$ cat config.mk
export PLATFORM = sky130hd
export DESIGN_NAME = ram_arbiter
export DESIGN_NICKNAME = d
export VERILOG_FILES = /design/src/rtl/hc800_ram_pkg.sv /design/src/rtl/ram_arbiter.sv
export SDC_FILE = /design/constraint.sdc
export NUM_CORES = 1
export LEC_CHECK = 0
export CAP_MARGIN = 20
export CORE_AREA = 2 2 82 84
export CTS_BUF_LIST = sky130_fd_sc_hd__clkbuf_8
export CTS_CLUSTER_DIAMETER = 150
export DETAILED_ROUTE_END_ITERATION = 16
export DIE_AREA = 0 0 84 86
export DONT_BUFFER_PORTS = 1
export HOLD_SLACK_MARGIN = 0.08
export SLEW_MARGIN = 15
export SYNTH_ARGS = -nofsm -noshare
export SYNTH_HDL_FRONTEND = slang
export SYNTH_SLANG_ARGS = --single-unit
$ cat constraint.sdc
create_clock -name bus_clk -period 2.1 [get_ports bus_clk]
set_input_delay 0.42 -clock bus_clk [delete_from_list [all_inputs] [get_ports bus_clk]]
set_output_delay 0.42 -clock bus_clk [all_outputs]
set_load 0.02 [all_outputs]
$ cat src/rtl/hc800_ram_pkg.sv
// Shared definitions for the HC800 RAM path: arbiter FSM states and default
// SDRAM port geometry / timing.
package hc800_ram_pkg;

    typedef enum logic [1:0] {
        StIdle,
        StIssue,
        StWait,
        StDone
    } arb_state_e;

    localparam int unsigned RAM_ADDR_WIDTH      = 21;
    localparam int unsigned RAM_DATA_WIDTH      = 8;
    localparam int unsigned RAM_DEFAULT_LATENCY = 2;

endpackage

$ cat src/rtl/ram_arbiter.sv
// ram_arbiter: shares the byte-wide SDRAM controller port between the CPU RAM
// bus (port A) and a DMA requester (port B). One access is in flight at a time;
// the controller's fixed read latency is waited out before the requester is
// acknowledged. Port B is guaranteed a grant after STARVE_LIMIT consecutive A
// grants made while B was pending.
//
// Ports:
//   bus_clk, bus_reset        bus clock, synchronous active-high reset
//   a_req/a_write/a_address/a_wdata -> a_ack/a_rdata   port A (CPU)
//   b_req/b_write/b_address/b_wdata -> b_ack/b_rdata   port B (DMA)
//   mem_enable/mem_write/mem_address/mem_wdata, mem_rdata   controller side
//   busy                      high whenever an access is in progress
module ram_arbiter
    import hc800_ram_pkg::*;
#(
    parameter int unsigned ADDR_WIDTH   = RAM_ADDR_WIDTH,
    parameter int unsigned DATA_WIDTH   = RAM_DATA_WIDTH,
    parameter int unsigned LATENCY      = RAM_DEFAULT_LATENCY,
    parameter int unsigned STARVE_LIMIT = 4
) (
    input  logic                  bus_clk,
    input  logic                  bus_reset,

    input  logic                  a_req,
    input  logic                  a_write,
    input  logic [ADDR_WIDTH-1:0] a_address,
    input  logic [DATA_WIDTH-1:0] a_wdata,
    output logic                  a_ack,
    output logic [DATA_WIDTH-1:0] a_rdata,

    input  logic                  b_req,
    input  logic                  b_write,
    input  logic [ADDR_WIDTH-1:0] b_address,
    input  logic [DATA_WIDTH-1:0] b_wdata,
    output logic                  b_ack,
    output logic [DATA_WIDTH-1:0] b_rdata,

    output logic                  mem_enable,
    output logic                  mem_write,
    output logic [ADDR_WIDTH-1:0] mem_address,
    output logic [DATA_WIDTH-1:0] mem_wdata,
    input  logic [DATA_WIDTH-1:0] mem_rdata,

    output logic                  busy
);

    localparam logic [3:0] LatLoad   = 4'(LATENCY - 1);
    localparam logic [3:0] StarveMax = 4'(STARVE_LIMIT);

    arb_state_e            state_q, state_d;
    logic                  gnt_b_q, gnt_b_d;   // 1: current access belongs to port B
    logic                  wr_q, wr_d;
    logic [ADDR_WIDTH-1:0] addr_q, addr_d;
    logic [DATA_WIDTH-1:0] wdata_q, wdata_d;
    logic [3:0]            lat_q, lat_d;
    logic [3:0]            starve_q, starve_d;
    logic [DATA_WIDTH-1:0] a_rdata_q, a_rdata_d;
    logic [DATA_WIDTH-1:0] b_rdata_q, b_rdata_d;

    // B wins only when A is idle or A has used up its run of grants.
    function automatic logic pick_b(input logic req_a, input logic req_b,
                                    input logic [3:0] starve);
        return req_b && (!req_a || (starve == StarveMax));
    endfunction

    logic win_b;
    assign win_b = pick_b(a_req, b_req, starve_q);

    always_comb begin
        state_d   = state_q;
        gnt_b_d   = gnt_b_q;
        wr_d      = wr_q;
        addr_d    = addr_q;
        wdata_d   = wdata_q;
        lat_d     = lat_q;
        starve_d  = starve_q;
        a_rdata_d = a_rdata_q;
        b_rdata_d = b_rdata_q;

        unique case (state_q)
            StIdle: begin
                if (!b_req) begin
                    starve_d = '0;
                end
                if (a_req || b_req) begin
                    state_d = StIssue;
                    if (win_b) begin
                        gnt_b_d  = 1'b1;
                        wr_d     = b_write;
                        addr_d   = b_address;
                        wdata_d  = b_wdata;
                        starve_d = '0;
                    end else begin
                        gnt_b_d = 1'b0;
                        wr_d    = a_write;
                        addr_d  = a_address;
                        wdata_d = a_wdata;
                        if (b_req && (starve_q != StarveMax)) begin
                            starve_d = starve_q + 4'd1;
                        end
                    end
                end
            end
            StIssue: begin
                lat_d   = LatLoad;
                state_d = (LATENCY == 1) ? StDone : StWait;
            end
            StWait: begin
                lat_d = lat_q - 4'd1;
                if (lat_q == 4'd1) begin
                    state_d = StDone;
                end
            end
            StDone: begin
                if (gnt_b_q) begin
                    b_rdata_d = mem_rdata;
                end else begin
                    a_rdata_d = mem_rdata;
                end
                state_d = StIdle;
            end
            default: state_d = StIdle;
        endcase
    end

    always_ff @(posedge bus_clk) begin
        if (bus_reset) begin
            state_q   <= StIdle;
            gnt_b_q   <= 1'b0;
            wr_q      <= 1'b0;
            addr_q    <= '0;
            wdata_q   <= '0;
            lat_q     <= '0;
            starve_q  <= '0;
            a_rdata_q <= '0;
            b_rdata_q <= '0;
        end else begin
            state_q   <= state_d;
            gnt_b_q   <= gnt_b_d;
            wr_q      <= wr_d;
            addr_q    <= addr_d;
            wdata_q   <= wdata_d;
            lat_q     <= lat_d;
            starve_q  <= starve_d;
            a_rdata_q <= a_rdata_d;
            b_rdata_q <= b_rdata_d;
        end
    end

    // All outputs decode directly from registered state, so they are glitch-free
    // and inactive outside their owning state.
    assign mem_enable  = (state_q == StIssue);
    assign mem_write   = mem_enable & wr_q;
    assign mem_address = addr_q;
    assign mem_wdata   = wdata_q;
    assign busy        = (state_q != StIdle);

    assign a_ack = (state_q == StDone) && !gnt_b_q;
    assign b_ack = (state_q == StDone) &&  gnt_b_q;

    // Data is captured in DONE; pass it straight through during the ack cycle
    // so it is valid alongside the pulse.
    assign a_rdata = a_ack ? mem_rdata : a_rdata_q;
    assign b_rdata = b_ack ? mem_rdata : b_rdata_q;

endmodule

==> impl_metrics.yaml <==
place:
  io_buffers: 0
  hpwl_mm: 4.35
  placed_cells: 340
  gp_congestion: 0.744
critical_path:
  timing.rr.start: "state_q[0]"
  cp_top_family: "multiplexers"
  crit_type: "reg2out"
  crit_start: "state_q[0]"
  end_kind: "primary output"
  slowest_stage: "mux2_2"
  worstSetupStartpointType: "flop"
  cp.arrival_ns: 1.62
  worstPathMaxFanout: 9
  cp_num_buf_inv: 0
  worst_ep_required_time_ns: 1.68
  crit_chain: "ha_1, nand2_1, mux2_2"
  slowest_delay_ns: 0.45
detailed_routing:
  vias: 2285
  viasPerCell: 6.40
  drtAntennaViolNets: 0
  drt-total-wl_mm: 6.86
  drtPass1Iterations: 4
  wire_per_inst_um: 19.2
  first_iter_violations: 157
  drc: 0
grt:
  grt_pass1_wl_mm: 10.5
  antenna_found_initial: 0
  overflow: 0
  grt_max_degree: 61
  grt.total_usage_pct: 18.3
  first_global_vias: 2174
floorplan:
  coreArea_um2: 6280
  initial_core_util_pct: 43.9
  die_h_um: 86
  num_io_pins: 122
  die_w_um: 84
  die-area_um2: 7220
  fp-row-count: 29
clocking:
  worstSkewPairLatency_ns: 0.33
  cts_root_buf: "clkbuf_8"
  postCtsSetupBuffers: 0
  cts_tree: "built"
  cts-buffers-inserted: 9
  htreeDepth: 3
  cts.sinks: 57
  clk_pin_slew_ns: 0.06
  cts_max_path_buffers: 2
  holdBufCountCts: 0
sta:
  skew_ns: 0.00975
  maxSlewHeadroom_pct: 32.0
  tns_ns: 0
  holdWs_ns: 0.158
  period_minus_slack_ns: 2.04
  setup_viol_count_final: 0
  period_share_pct: 97.0
  worst_pin_slew_ns: 1.02
  rsz0062_at_grt: "yes"
  clock.fmax_mhz: 491
  finalHoldViolations: 0
  drv_slew: 0
yosys:
  ys_ff_latch: 57
  synth_flop_cell: "dfxtp_1"
  syn_nets: 368
  ys_top_cells_by_count: "dfxtp_1 (57), a21oi_1 (32), a32oi_1 (27), o2111ai_1 (27), nor2b_1 (21)"
  netlist_area_um2: 2750
  synth_simple_gate_area_share_pct: 11.9
  yosysTopAreaCellShare_pct: 41.4
  yosysSeqAreaShare_pct: 41.4
  synth_most_common_cell: "dfxtp_1"
  avgSynthCellArea_um2: 9.60
  synth_cells: 287
  synthXorXnorAreaFrac_pct: 0
  synth_cell_types: 41
  async_reset_ff_share_pct: 0
  synth_compound_area_share_pct: 29.0
  synth.largest_area_cell: "dfxtp_1"
  synth_top_family_by_area: "compound AO/OA/AOI/OAI gates"
  synth-adder-area-share_pct: 4.09
  synth-edff-count: 0
  yosys_warnings: 0
  muxShareOfSynthArea_pct: 6.54
  synthTopCellsByArea: "dfxtp_1 (41%), a32oi_1 (8.6%), o2111ai_1 (8.6%), mux2_2 (6.5%), a21oi_1 (5.8%)"
final_layout:
  antenna_cells: 0
  drive_above_1_share_pct: 15.4
  nets: 356
  stdcell_count: 357
  fill_cells: 619
  area_growth_pct: 7.41
flow_run:
  cap_violations: 0
power_and_ir_drop:
  pwr-share-clk_pct: 24.7
  switching_share_pct: 39.8
  p_int_mw: 2.18
  switching_power_mw: 1.44
  seqPwrFrac_pct: 43.0
  ir_drop_mv: 0.612
  pwr-share-comb_pct: 32.3
  total_leakage_power_nw: 1.07
  power.density_nw_per_um2: 1230
run_status:
  outcome: "complete, no violations"
worst_hold_path:
  hold_start: "bus_reset"
  hold_path.class: "in2reg"
flip-flops by register name (all words and copies together) (netlist names):
| name | cells |
|---|---|
| mem_address | 21 |
| a_rdata_q | 8 |
| b_rdata_q | 8 |
| mem_wdata | 8 |
| lat_q | 4 |
| starve_q | 4 |
| state_q | 2 |
| gnt_b_q | 1 |
| wr_q | 1 |
path summary, 6_finish.rpt:
path                                        end  slack [ns]  cells after the start
worst min-delay path                starve_q[2]        0.16                      1
worst max-delay path                 b_rdata[6]        0.06                      3
worst max register to register  mem_address[14]        0.20                      5
worst min register to register          gnt_b_q        0.48                      2
cell usage in the layout, fill, tap and decap left out, drive strengths merged, types with 3 or more instances in the layout:
cell type / n
a21oi: 32
a311oi: 3
a32oi: 27
buf: 7
clkbuf: 11
clkinv: 3
dfxtp: 57
ha: 9
inv: 13
mux2: 16
nand2: 6
nand3: 5
nor2: 6
nor2b: 21
nor3: 3
o2111ai: 27
o21ai: 8
or3: 3
timing repair:
item	CTS	global route
setup endpoints to repair	8	17
cloned	0	1
gates resized for setup	1	6
per-layer routing:
layer	share of wire [%]	vias to the layer above	GRT usage (%)
li1	-	1089	-
met5	0	-	0
met3	8.5	10	7.70
met1	44	1087	21.1
met2	47	99	30.9
met4	1.2	0	6.01
per-stage QoR:
stage | setup WS (ns) | power [mW] | utilization [%] | instance area [um^2]
floorplan | 0.399 | 2.53 | - | 2750
global placement | 0.212 | 2.72 | 43.9 | 2760
detailed placement | 0.213 | 2.73 | 43.9 | 2760
CTS | 0.00177 | 3.64 | 46.7 | 2930
global route | -0.0390 | 3.85 | 47.1 | 2960
finish | 0.0628 | 3.63 | 47.1 | 2960
cell type report:
| type | instances | area (um^2) | share of cell area (%) |
|---|---|---|---|
| multi-input combinational | 189 | 1430 | 48.5 |
| sequential | 57 | 1140 | 38.6 |
| tap | 77 | 96.3 | 3.26 |
| clock inverter | 5 | 22.5 | 0.761 |
| timing repair buffer | 7 | 70.1 | 2.37 |
| inverter | 11 | 41.3 | 1.40 |
| clock buffer | 11 | 151 | 5.12 |
cell families after synthesis:
| family | after synthesis |
|---|---|
| adder cells (fa/ha/maj) | 9 |
| AND/OR/NAND/NOR | 56 |
| AO/OA/AOI/OAI | 108 |
| buffers and inverters | 41 |
| multiplexers | 16 |
| flip-flops | 57 |
power by group through the flow:
stage               registers (mW)  clock network, mW  logic (mW)
finish                        1.56              0.897        1.17
global route                  1.58              0.964        1.30
CTS                           1.56              0.926        1.15
detailed placement            1.58                  0        1.15
global placement              1.58                  0        1.14
floorplan                     1.53                  0        1.00
worst register-to-register path, cell delays in order, from the launching register on:
cell and delay [ns]:
dfxtp_1 0.33, inv_1 0.13, ha_1 0.19, and2_1 0.80, a32oi_1 0.23, a21oi_1 0.16
No activity file was read; power rests on OpenSTA's default activity.
